[src/rtl/pulse_accumulator_if.sv]
// ---------------------------------------------------------------------------
// pulse_accumulator_if
//   Bundles the request pulses and the accumulator outputs of
//   pulse_accumulator so the block and its driver share one port list.
//
//   inc, dec, clr : one-shot requests from the debouncers (master -> slave)
//   acc_out       : current accumulator value
//   acc_valid     : one-cycle strobe, acc_out changed
//   at_max/at_min : acc_out at all-ones / zero
//   ovf           : sticky wrap/clamp flag
//   state_dbg     : update FSM state (0 IDLE, 1 APPLY, 2 STROBE)
//
//   Handshake: there is no back-pressure. A request is taken on its rising
//   edge only; acc_valid is a qualifier the consumer samples once per change.
// ---------------------------------------------------------------------------
interface pulse_accumulator_if #(
    parameter int WIDTH = 8
);
    logic             inc;
    logic             dec;
    logic             clr;
    logic [WIDTH-1:0] acc_out;
    logic             acc_valid;
    logic             at_max;
    logic             at_min;
    logic             ovf;
    logic [1:0]       state_dbg;

    modport master (
        output inc, dec, clr,
        input  acc_out, acc_valid, at_max, at_min, ovf, state_dbg
    );

    modport slave (
        input  inc, dec, clr,
        output acc_out, acc_valid, at_max, at_min, ovf, state_dbg
    );
endinterface

[src/rtl/pulse_accumulator.sv]
// ---------------------------------------------------------------------------
// pulse_accumulator
//   Up/down accumulator driven by debounced one-shot pulses. Rising edges of
//   inc/dec/clr add STEP, subtract STEP or zero the count. Boundary hits set
//   a sticky ovf flag; every change of the count is announced by a one-cycle
//   acc_valid strobe.
//
//   clk : system clock, rising edge
//   rst : asynchronous, active-low reset
//   bus : pulse_accumulator_if.slave (inc/dec/clr in, acc_out, acc_valid,
//         at_max, at_min, ovf, state_dbg out)
// ---------------------------------------------------------------------------
module pulse_accumulator #(
    parameter int WIDTH    = 8,
    parameter int STEP     = 1,
    parameter int SATURATE = 1
) (
    input  logic                clk,
    input  logic                rst,
    pulse_accumulator_if.slave  bus
);

    typedef enum logic [1:0] {
        IDLE   = 2'd0,
        APPLY  = 2'd1,
        STROBE = 2'd2
    } state_t;

    localparam logic [WIDTH:0]   STEP_X = (WIDTH+1)'(STEP);
    localparam logic [WIDTH-1:0] MAX_V  = '1;

    // Request vectors are ordered {clr, dec, inc}.
    logic [2:0]       cap_cur;
    logic [2:0]       cap_dly;
    logic [2:0]       edges;
    logic [2:0]       pend;
    logic [2:0]       req;

    state_t           state;
    logic [WIDTH-1:0] acc;
    logic             ovf_q;
    logic             valid_q;
    logic             changed_q;

    logic [WIDTH:0]   sum;
    logic [WIDTH:0]   diff;
    logic [WIDTH-1:0] nxt_acc;
    logic             nxt_ovf;

    // Stage 1: capture plus delayed copy; a held request yields one edge.
    always_ff @(posedge clk or negedge rst) begin
        if (!rst) begin
            cap_cur <= '0;
            cap_dly <= '0;
        end else begin
            cap_cur <= {bus.clr, bus.dec, bus.inc};
            cap_dly <= cap_cur;
        end
    end

    assign edges = cap_cur & ~cap_dly;
    // IDLE services live edges together with anything parked while busy.
    assign req   = edges | pend;

    // Next value in WIDTH+1 bits: sum[WIDTH] is the carry out of an
    // increment, diff[WIDTH] is the borrow of a decrement (acc < STEP).
    always_comb begin
        sum     = {1'b0, acc} + STEP_X;
        diff    = {1'b0, acc} - STEP_X;
        nxt_acc = acc;
        nxt_ovf = ovf_q;
        if (req[2]) begin
            nxt_acc = '0;
            nxt_ovf = 1'b0;
        end else if (req[0] && !req[1]) begin
            if (sum[WIDTH]) begin
                nxt_ovf = 1'b1;
                nxt_acc = (SATURATE != 0) ? MAX_V : sum[WIDTH-1:0];
            end else begin
                nxt_acc = sum[WIDTH-1:0];
            end
        end else if (req[1] && !req[0]) begin
            if (diff[WIDTH]) begin
                nxt_ovf = 1'b1;
                nxt_acc = (SATURATE != 0) ? '0 : diff[WIDTH-1:0];
            end else begin
                nxt_acc = diff[WIDTH-1:0];
            end
        end
        // inc together with dec (no clr) falls through: both consumed, no change.
    end

    // Stage 2 update FSM. The write happens on the edge that enters APPLY so
    // the count lands one edge after the request is captured; APPLY then
    // decides whether a strobe follows. Edges arriving while APPLY/STROBE
    // are OR-ed into pend, so a repeat of a kind already parked is dropped.
    always_ff @(posedge clk or negedge rst) begin
        if (!rst) begin
            state     <= IDLE;
            acc       <= '0;
            ovf_q     <= 1'b0;
            valid_q   <= 1'b0;
            changed_q <= 1'b0;
            pend      <= '0;
        end else begin
            valid_q <= 1'b0;
            case (state)
                IDLE: begin
                    if (|req) begin
                        acc       <= nxt_acc;
                        ovf_q     <= nxt_ovf;
                        changed_q <= (nxt_acc != acc);
                        pend      <= '0;
                        state     <= APPLY;
                    end
                end
                APPLY: begin
                    pend <= pend | edges;
                    if (changed_q) begin
                        valid_q <= 1'b1;
                        state   <= STROBE;
                    end else begin
                        state   <= IDLE;
                    end
                end
                STROBE: begin
                    pend  <= pend | edges;
                    state <= IDLE;
                end
                default: state <= IDLE;
            endcase
        end
    end

    assign bus.acc_out   = acc;
    assign bus.acc_valid = valid_q;
    assign bus.ovf       = ovf_q;
    assign bus.at_max    = (acc == MAX_V);
    assign bus.at_min    = (acc == '0);
    assign bus.state_dbg = state;

endmodule

[src/flat_wrapper.sv]
// flat-port wrapper written by rule: the top's interface ports become plain ports
module pulse_accumulator_flat 
#(
    parameter int WIDTH    = 8,
    parameter int STEP     = 1,
    parameter int SATURATE = 1
)
  (clk, rst, bus_inc, bus_dec, bus_clr, bus_acc_out, bus_acc_valid, bus_at_max, bus_at_min, bus_ovf, bus_state_dbg);
  pulse_accumulator_if #(.WIDTH(WIDTH)) bus_i ();
  input  logic clk;
  input  logic rst;
  input wire logic [$bits(bus_i.inc)-1:0] bus_inc;
  input wire logic [$bits(bus_i.dec)-1:0] bus_dec;
  input wire logic [$bits(bus_i.clr)-1:0] bus_clr;
  output wire logic [$bits(bus_i.acc_out)-1:0] bus_acc_out;
  output wire logic [$bits(bus_i.acc_valid)-1:0] bus_acc_valid;
  output wire logic [$bits(bus_i.at_max)-1:0] bus_at_max;
  output wire logic [$bits(bus_i.at_min)-1:0] bus_at_min;
  output wire logic [$bits(bus_i.ovf)-1:0] bus_ovf;
  output wire logic [$bits(bus_i.state_dbg)-1:0] bus_state_dbg;
  assign bus_i.inc = bus_inc;
  assign bus_i.dec = bus_dec;
  assign bus_i.clr = bus_clr;
  assign bus_acc_out = bus_i.acc_out;
  assign bus_acc_valid = bus_i.acc_valid;
  assign bus_at_max = bus_i.at_max;
  assign bus_at_min = bus_i.at_min;
  assign bus_ovf = bus_i.ovf;
  assign bus_state_dbg = bus_i.state_dbg;
  pulse_accumulator #(.WIDTH(WIDTH), .STEP(STEP), .SATURATE(SATURATE)) u_core (.clk(clk), .rst(rst), .bus(bus_i));
endmodule
[config.mk]
export PLATFORM = sky130hd
export DESIGN_NAME = pulse_accumulator_flat
export DESIGN_NICKNAME = d
export VERILOG_FILES = /design/src/rtl/pulse_accumulator_if.sv /design/src/rtl/pulse_accumulator.sv /design/src/flat_wrapper.sv
export SDC_FILE = /design/constraint.sdc
export NUM_CORES = 1
export LEC_CHECK = 0
export ABC_AREA = 1
export CAP_MARGIN = 20
export CORE_ASPECT_RATIO = 1.1
export CORE_MARGIN = 2
export CORE_UTILIZATION = 60
export CTS_CLUSTER_DIAMETER = 150
export DETAILED_ROUTE_END_ITERATION = 8
export GPL_TIMING_DRIVEN = 0
export PLACE_DENSITY_LB_ADDON = 0.15
export SLEW_MARGIN = 25
export SYNTH_ARGS = -nofsm -noshare
export SYNTH_HDL_FRONTEND = slang
export SYNTH_SLANG_ARGS = --single-unit
[constraint.sdc]
create_clock -name clk -period 6.6 [get_ports clk]
set_clock_uncertainty 0.2 [all_clocks]
set_input_delay 1.65 -clock clk [delete_from_list [all_inputs] [get_ports clk]]
set_output_delay 1.65 -clock clk [all_outputs]
set_load 0.05 [all_outputs]
==> reports/summary.log <==
[run_status] result of the run completed
[clocking] largest buffer count on any clock path 2
[critical_path] Worst Path Max Fanout 8
[die] number of top-level pins 19
[timing] transition time at the pin with the least slew margin 499.9 ps
[critical_path] endpoint kind of the worst setup timing path output port
[global_routing] GRT Util Overall 24.71%
[layout] layout cell share with drive strength beyond 1 13.25%
[critical_path] Slowest cell on crit path sky130_fd_sc_hd__clkdlybuf4s50_1
[clocking] post-CTS setup buffer count 0
[die] die width 53.28 um
[die] height of the die 58.21 um
[synth] Seq/Total Area, Yosys 34.35%
[detailed_routing] DRT antenna net count 0
[timing] setup TNS 0 ps
[synth] area leader, netlist sky130_fd_sc_hd__dfrtp_1
[critical_path] startpoint type of the worst setup path flop
[layout] Area growth, synth to finish 15.61%
[critical_path] kind of critical path flop to output port
[timing] worst slew margin relative to its limit 66.57%
[run] max_cap viols 0
[clocking] post-CTS sizing 0
[global_routing] total grt overflow 0
[die] number of rows in the core area 19
[placement] minimum setup slack after placement 2745 ps
[timing] min cycle time layout 4226 ps
[synth] Syn Inst Count 227
[global_routing] initial antenna violation count 0
[layout] final standard cell utilization of the core 73.54%
[clocking] total CTS buffers 3
[die] core region area 2520 um2
[clocking] number of H-tree levels 1
[layout] number of inserted diodes 0
[timing] highest attainable clock frequency 236.6 MHz
[synth] mean cell area of the mapped netlist 7.061 um2
[die] die outline area 3101 um2
[detailed_routing] via-per-instance ratio 5.211
[synth] register bit count reported by yosys 22
[die] effective utilization at floorplan 63.60%
[placement] detailed placer's ending HPWL 2520 um
[timing] hold slack 199.4 ps
[placement] final weighted congestion of routability-driven global placement 0.9734
[synth] count of yosys warnings during synthesis 0
[timing] setup repair after global routing missed its margin false
[detailed_routing] iteration count of the initial detailed-routing pass 4
[timing] Final Hold Viols 0
[placement] input/output buffers 18
[detailed_routing] average wire length per cell after detail routing 11.55 um
[critical_path] critical path's top delay family buffers and inverters
[critical_path] number of buffer and inverter stages on the critical path 1
[critical_path] stage delay of the slowest cell on the critical path 820 ps
[layout] fill cell total of the finished layout 222
[worst_hold_path] type of the tightest min-delay check flop to flop
[detailed_routing] routed via count 1459
[timing] final worst-path setup slack 2374 ps
[clocking] post-CTS clock slew at the launch and capture registers of the worst setup and hold paths 120 ps
[clocking] hold-fix buffer count after cts 0
[global_routing] global-route wire length before repair 5747 um
[detailed_routing] Starting DRT DRC Count 42
[timing] final setup violation count 0
[critical_path] critical path, cell by cell ha_1, nand4_1, nor3_1, clkdlybuf4s50_1
[clocking] root buf cell sky130_fd_sc_hd__clkbuf_4
[clocking] clk_lat worst skew 310 ps
[critical_path] Data arrival, critical path 2380 ps
[global_routing] vias in the first global route 1360
[synth] synthesized net count 239
[synth] summed instance area of the synthesized netlist 1603 um2
[clocking] CTS tree yes
[synth] post-synth top area share 34.35%
[detailed_routing] final routed wirelength across all metal layers 3233 um
[clocking] count of clock tree sinks 22
[synth] cell types occupying the most area after synthesis sky130_fd_sc_hd__dfrtp_1 34%, sky130_fd_sc_hd__nand2_1 19%, sky130_fd_sc_hd__inv_1 6.3%, sky130_fd_sc_hd__nand3_1 5.6%, sky130_fd_sc_hd__ha_1 5.5%
[global_routing] largest net degree at the start of global routing 23
[timing] final max-slew violation count 0
[synth] count of unique library cells instantiated by Yosys 22
[detailed_routing] DRC violation count after routing 0
[critical_path] data required time at the worst endpoint 4750 ps
[layout] # nets final 262
[timing] Tcrit/Tclk final 64.03%
[registers in the layout (all words and copies together), names as in the netlist]
register,count
u_core.changed_q,1
u_core.cap_dly,3
u_core.bus.acc_out,8
u_core.bus.state_dbg,2
u_core.pend,3
u_core.bus.acc_valid,1
u_core.bus.ovf,1
u_core.cap_cur,3
[cell type report]
type / count / area (um2) / share of cell area (%)
multi-input combinational: 170 / 878.3 / 47.40
sequential: 22 / 550.5 / 29.71
timing repair buffer: 18 / 175.2 / 9.453
inverter: 28 / 105.1 / 5.672
buffer: 7 / 68.82 / 3.714
tap: 31 / 38.79 / 2.093
clock buffer: 4 / 36.28 / 1.958
[worst paths after layout]
check,start,to,slack (ps),cells past startpoint
worst max-delay path,u_core.bus.acc_out[0],bus_at_max,2370,4
worst min-delay path,u_core.cap_cur[0],u_core.cap_dly[0],200,0
worst max register to register,u_core.cap_cur[1],u_core.changed_q,3990,13
worst min register to register,u_core.cap_cur[0],u_core.cap_dly[0],200,0
min in group asynchronous,rst,u_core.bus.acc_out[7],1070,1
max in group asynchronous,rst,u_core.changed_q,4810,1
[cells in the mapped netlist (all sizes together)]
library cell / count
nand2: 87
inv: 28
nor2: 23
dfrtp: 22
nand3: 18
o21ai: 15
a21oi: 11
buf: 7
ha: 7
nand4: 4
xor2: 2
a2111oi: 1
nor3: 1
o21a: 1
[metal layers]
| layer | GRT usage, % | up-vias | part of all wire [%] |
|---|---|---|---|
| met1 | 32.82 | 659 | 47 |
| met5 | 0 | - | 0 |
| met2 | 42.86 | 29 | 47 |
| li1 | - | 762 | - |
| met3 | 1.804 | 9 | 3.2 |
| met4 | 6.960 | 0 | 2.6 |
[through the flow]
stage	cell area (um2)	std cells
floorplan	1603	227
global placement	1822	276
detailed placement	1822	276
CTS	1858	280
global route	1853	280
finish	1853	280
[cells in the final DEF (no fill, tap or decap)]
cell and instances:
sky130_fd_sc_hd__nand2_4 2, sky130_fd_sc_hd__nand4_1 4, sky130_fd_sc_hd__buf_6 5, sky130_fd_sc_hd__a21oi_1 8, sky130_fd_sc_hd__clkbuf_4 3, sky130_fd_sc_hd__a21oi_2 3, sky130_fd_sc_hd__inv_1 27, sky130_fd_sc_hd__buf_4 1
sky130_fd_sc_hd__a2111oi_0 1, sky130_fd_sc_hd__nor2_2 3, sky130_fd_sc_hd__nor2_1 14, sky130_fd_sc_hd__inv_2 1, sky130_fd_sc_hd__nor3_1 1, sky130_fd_sc_hd__o21ai_0 15, sky130_fd_sc_hd__xor2_1 2, sky130_fd_sc_hd__ha_1 7
sky130_fd_sc_hd__o21a_1 1, sky130_fd_sc_hd__nor2_4 6, sky130_fd_sc_hd__nand2_2 6, sky130_fd_sc_hd__dfrtp_1 22, sky130_fd_sc_hd__nand3_1 18, sky130_fd_sc_hd__clkbuf_8 1, sky130_fd_sc_hd__buf_2 2, sky130_fd_sc_hd__clkdlybuf4s50_1 17
sky130_fd_sc_hd__nand2_1 79
[logic make-up after synthesis]
| logic type | count (synthesis) | synth area share (%) |
|---|---|---|
| AND/OR/NAND/NOR | 133 | 38.41 |
| AO/OA/AOI/OAI | 28 | 9.837 |
| XOR/XNOR | 2 | 1.093 |
| buffers and inverters | 35 | 10.85 |
| adder cells (fa/ha/maj) | 7 | 5.464 |
| flip-flops | 22 | 34.35 |
Power is left out: the tool's default activity adds up to more than one toggle a clock period on the data nets, which glitch-free logic cannot reach.
